<file path="src/rtl/recv.sv">
// recv: drains an async FIFO read port into a valid/ready stream through a credit-guarded skid buffer.
// Define RECV_CNT_EN to add the 16-bit accepted-word counter output rx_cnt.
module recv #(
    parameter int DW     = 8,
    parameter int RD_LAT = 1
) (
    input  logic          clk_r,
    input  logic          reset,
    input  logic          empty,
    input  logic [DW-1:0] data_r,
    output logic          rd_en,
    output logic [DW-1:0] data_o,
    output logic          valid_o,
    input  logic          ready_i,
    output logic          underrun
`ifdef RECV_CNT_EN
    ,
    output logic [15:0]   rx_cnt
);
`else
);
`endif

    localparam int DEPTH = RD_LAT + 1;
    localparam int PW    = $clog2(DEPTH);
    localparam int CW    = 3;

    typedef enum logic [1:0] {
        IDLE   = 2'd0,
        FETCH  = 2'd1,
        STREAM = 2'd2,
        STALL  = 2'd3
    } state_t;

    logic [DW-1:0]     r_mem [DEPTH];
    logic [PW-1:0]     r_head;
    logic [PW-1:0]     r_tail;
    logic [CW-1:0]     r_count;
    logic [RD_LAT-1:0] r_pipe;
    logic [DW-1:0]     r_data_o;
    logic              r_underrun;
    state_t            r_state;
    state_t            w_state_nxt;

    logic              w_pop;
    logic              w_push;
    logic [RD_LAT-1:0] w_pipe_nxt;
    logic [CW-1:0]     w_credit;
    logic [CW-1:0]     w_count_nxt;
    logic [PW-1:0]     w_head_nxt;

    function automatic logic [CW-1:0] ones(input logic [RD_LAT-1:0] v);
        logic [CW-1:0] n;
        n = '0;
        for (int i = 0; i < RD_LAT; i++) n = n + CW'(v[i]);
        return n;
    endfunction

    function automatic logic [PW-1:0] ptr_inc(input logic [PW-1:0] p);
        return (p == PW'(DEPTH - 1)) ? '0 : p + PW'(1);
    endfunction

    // Credit counts words already buffered plus words still in the FIFO read pipe.
    assign w_pop       = valid_o & ready_i;
    assign w_push      = r_pipe[RD_LAT-1];
    assign w_credit    = r_count + ones(r_pipe) - CW'(w_pop);
    assign rd_en       = !reset & !empty & (w_credit < CW'(DEPTH));
    assign w_pipe_nxt  = RD_LAT'({r_pipe, rd_en});
    assign w_count_nxt = r_count + CW'(w_push) - CW'(w_pop);
    assign w_head_nxt  = w_pop ? ptr_inc(r_head) : r_head;

    // Both buffered states mean count != 0, so the status register doubles as valid.
    assign valid_o  = (r_state == STREAM) || (r_state == STALL);
    assign data_o   = r_data_o;
    assign underrun = r_underrun;

    always_ff @(posedge clk_r) begin
        if (reset) begin
            r_count    <= '0;
            r_pipe     <= '0;
            r_head     <= '0;
            r_tail     <= '0;
            r_data_o   <= '0;
            r_underrun <= 1'b0;
        end else begin
            r_count <= w_count_nxt;
            r_pipe  <= w_pipe_nxt;
            r_head  <= w_head_nxt;
            if (w_push) r_tail <= ptr_inc(r_tail);
            // When the buffer drains to the incoming word, bypass the memory.
            if (w_count_nxt != '0)
                r_data_o <= (r_count == CW'(w_pop)) ? data_r : r_mem[w_head_nxt];
            if (empty && ready_i && (r_count == '0) && (ones(r_pipe) == '0))
                r_underrun <= 1'b1;
        end
    end

    always_ff @(posedge clk_r) begin
        if (w_push) r_mem[r_tail] <= data_r;
    end

    always_ff @(posedge clk_r) begin
        if (reset) r_state <= IDLE;
        else       r_state <= w_state_nxt;
    end

    always_comb begin
        w_state_nxt = IDLE;
        if (w_count_nxt != '0)
            w_state_nxt = ready_i ? STREAM : STALL;
        else if (ones(w_pipe_nxt) != '0)
            w_state_nxt = FETCH;
    end

`ifdef RECV_CNT_EN
    logic [15:0] r_rx_cnt;

    always_ff @(posedge clk_r) begin
        if (reset)      r_rx_cnt <= '0;
        else if (w_pop) r_rx_cnt <= r_rx_cnt + 16'd1;
    end

    assign rx_cnt = r_rx_cnt;
`endif

endmodule

</file>
<file path="config.mk">
export PLATFORM = sky130hd
export DESIGN_NAME = recv
export DESIGN_NICKNAME = d
export VERILOG_FILES = /design/src/rtl/recv.sv
export SDC_FILE = /design/constraint.sdc
export NUM_CORES = 1
export LEC_CHECK = 0
export ABC_AREA = 1
export BUFFER_PORTS_ARGS = -buffer_cell sky130_fd_sc_hd__buf_2
export CAP_MARGIN = 10
export CORE_AREA = 4 4 53 59
export DETAILED_ROUTE_END_ITERATION = 10
export DIE_AREA = 0 0 57 63
export PLACE_DENSITY = 0.8
export SETUP_SLACK_MARGIN = 0.5
export SYNTH_ARGS = -nofsm -noshare
export SYNTH_HDL_FRONTEND = slang
export SYNTH_SLANG_ARGS = --single-unit
</file>
<file path="constraint.sdc">
create_clock -name clk_r -period 5.7 [get_ports clk_r]
set_clock_uncertainty 0.2 [all_clocks]
set_input_delay 0.285 -clock clk_r [delete_from_list [all_inputs] [get_ports clk_r]]
set_output_delay 0.285 -clock clk_r [all_outputs]
set_load 0.005 [all_outputs]
</file>
==> summary.md <==
| Metric | Value |
|---|---|
| Sw power | 395 µW |
| Clock share of power | 17.8% |
| Hold path start | empty |
| Slew margin rel. | 56.6% |
| DRC Markers | 0 |
| Critical Path End Type | primary output |
| Synth unique cells | 19 |
| Synth top area share | 33.3% |
| Leakage | 0.839 nW |
| Top cells by area, synth | edfxtp_1 (33%), dfxtp_1 (22%), nand3_1 (13%), nand2_1 (8.1%), inv_1 (7.8%) |
| Mapped Cells | 166 |
| Yosys warnings | 0 |
| Synth Flop Type | edfxtp_1 |
| Pwr Density | 548 nW/µm² |
| Post-DRT Antenna Nets | 0 |
| Final Hold Fails | 0 |
| Via Count | 1194 |
| Slew Limit Fails | 0 |
| Number of port buffers | 22 |
| Hold WS | 0.0394 ns |
| Most frequent cells after synthesis | nand3_1 (36), nand2_1 (31), inv_1 (30) |
| Avg Synthesized Cell Area | 8.68 µm² |
| Nets | 216 |
| Core region area | 2520 µm² |
| Clock tree buffer depth | 2 |
| Reg power frac | 36.0% |
| Vias in the first global route | 1118 |
| Post-CTS sizing | 0 |
| Starting DRT DRC Count | 42 |
| DR pass1 iterations | 4 |
| Syn_nets | 181 |
| Xor/xnor cell area share of the yosys netlist | 0% |
| Worst-margin pin slew | 0.648 ns |
| Seq/Total Area, Yosys | 55.6% |
| CTS tree | built |
| Hold WC Path Type | input port to flop |
| Critical setup path kind | flop to primary output |
| Clock-pin slew on the worst setup and hold paths | 0.10 ns |
| Number of placement rows | 19 |
| Netlist Area Pre-Place | 1440 µm² |
| Via-to-Cell Ratio | 5.12 |
| Comb power frac | 46.2% |
| # setup viols final | 0 |
| FF+latch count, synth | 32 |
| Share of layout cells above drive strength 1 | 18.8% |
| Largest family of logic cells by synthesized area | simple AND/OR/NAND/NOR gates |
| Internal Pwr Total | 559 µW |
| Critical Path RT | 5.22 ns |
| RR Startpoint | r_state[1] |
| Ant. Diodes | 0 |
| Synth Area in Compound Gates | 3.47% |
| Die Height | 63 µm |
| Status | finished clean |
| Area share of fa/ha/maj cells after synthesis | 3.13% |
| Filler cells | 210 |
| Period utilisation layout | 52.8% |
| Avg WL per Cell | 12.3 µm |
| Net Sw Frac | 41.4% |
| Initial antenna violation count | 0 |
| Maximum VDD drop | 0.365 mV |
| IO Count | 23 |
| Area Growth Syn to Fin | 20.8% |
| Multiplexer share of the synthesized area | 0% |
| RSZ-0062 raised after global routing | no |
| Post-synth EDFFs | 16 |
| Setup Fix Bufs, Post-CTS | 0 |
| CP arrival | 2.52 ns |
| Total wire length | 2.86 mm |
| H-tree depth | 2 |
| Max-cap violation count | 0 |
| Root Driver | clkbuf_4 |
| Max FO, Critical Path | 12 |
| Sink Count | 32 |
| CTS buffer count | 5 |
| Min Clock Period, post-route | 3.01 ns |
| Synth Area in Simple Gates | 28.2% |
| Die ar. | 3590 µm² |
| Die width | 57 µm |
| DPL Wire Length | 2.01 mm |
| Top-count cell post-synth | nand3_1 |
| GRT Total Usage | 17.8% |
| Gr ovfl total | 0 |
| GPL Wtd Cong | 0.786 |
| Async S/R FF share, synth | 0% |
| Total negative slack | 0 ns |
| Worst skew pair latency | 0.33 ns |
| Largest net degree at the start of global routing | 13 |
| CP Launch Point | r_state[1] |
| Initial Util | 57.2% |
| Startpoint types | flop |
| First-pass GRT wire length | 4.84 mm |
| Fmax | 0.333 GHz |
| Yosys top cell by area | edfxtp_1 |
-- path summary, 6_finish.rpt --
path	endpoint	cells past startpoint	slack, ns
setup / recovery	rd_en	14	2.69
hold / removal	underrun	3	0.04
setup reg to reg	data_o[0]	11	3.11
hold reg to reg	underrun	2	0.28
-- sequential cells by signal, summed over array words and instances (netlist names) --
name      cells
r_mem        16
r_head        1
underrun      1
r_count       3
r_pipe        1
r_tail        1
data_o        8
r_state       1
-- layer usage --
metal | vias up | global-route usage [%] | share of wire [%]
li1 | 610 | - | -
met1 | 529 | 20.9 | 42
met2 | 48 | 28.9 | 48
met3 | 7 | 6.20 | 7.9
met4 | 0 | 7.83 | 1.9
met5 | - | 0 | 0
-- final cells by class --
class / count / area, µm² / share of cell area (%)
Clock buffer: 5 / 37.5 / 2.16
Clock inverter: 3 / 42.5 / 2.44
Inverter: 32 / 120 / 6.90
Multi-Input combinational cell: 99 / 502 / 28.8
Sequential cell: 32 / 801 / 46.0
Tap cell: 31 / 38.8 / 2.23
Timing Repair Buffer: 31 / 200 / 11.5
-- power groups by stage --
| stage | clock network, mW | logic [mW] | registers, mW |
|---|---|---|---|
| after detailed placement | 0 | 0.431 | 0.349 |
| after floorplan | 0 | 0.340 | 0.346 |
| final | 0.170 | 0.441 | 0.343 |
| after global placement | 0 | 0.418 | 0.346 |
| after global routing | 0.189 | 0.507 | 0.350 |
| after CTS | 0.175 | 0.439 | 0.343 |
-- worst max-delay path, cell delays in order (launching register included) --
cell and delay (ns):
dfxtp_1 0.44, nand2_2 0.12, inv_1 0.07, ha_1 0.22
inv_1 0.06, ha_1 0.13, inv_1 0.05, fa_1 0.38
inv_1 0.08, nand2_1 0.07, nand2_1 0.07, nand2_1 0.06
nand2_2 0.18, and3_1 0.17, buf_2 0.10
-- cell usage in the layout, fill, tap and decap left out --
cell / count
a21oi_1: 10
and3_1: 2
buf_2: 22
bufinv_16: 1
clkbuf_4: 5
clkinv_1: 1
clkinv_2: 1
clkinvlp_4: 1
dfxtp_1: 16
dlygate4sd3_1: 9
edfxtp_1: 16
fa_1: 1
ha_1: 2
inv_1: 30
inv_2: 1
nand2_1: 31
nand2_2: 5
nand3_1: 36
nand3_4: 1
nand4_1: 1
nor2_1: 7
nor2_2: 1
nor3_1: 2
-- per-stage QoR --
step / utilization (%) / cell area [µm²] / cells / setup slack, ns / total power [mW]
detailed placement: 62.4 / 1570 / 216 / 3.04 / 0.779
global placement: 62.4 / 1570 / 216 / 3.14 / 0.764
CTS: 69.1 / 1740 / 233 / 2.69 / 0.957
global route: 69.1 / 1740 / 233 / 2.43 / 1.05
floorplan: - / 1440 / 166 / 3.33 / 0.686
finish: 69.1 / 1740 / 233 / 2.69 / 0.954
-- cells by family (layout without fill, tap and decap cells) --
family / count (synthesis) / in the layout
and+or+nand+nor: 86 / 86
DFF: 32 / 32
buffers and inverters: 35 / 71
AOI/OAI and AO/OA: 10 / 10
adders and majority gates: 3 / 3
-- what timing repair did --
item,in CTS,in global routing
endpoints found under the setup margin,0,0
endpoints found under the hold margin,17,0
hold buffers,9,0
No activity file was read; power rests on OpenSTA's default activity.
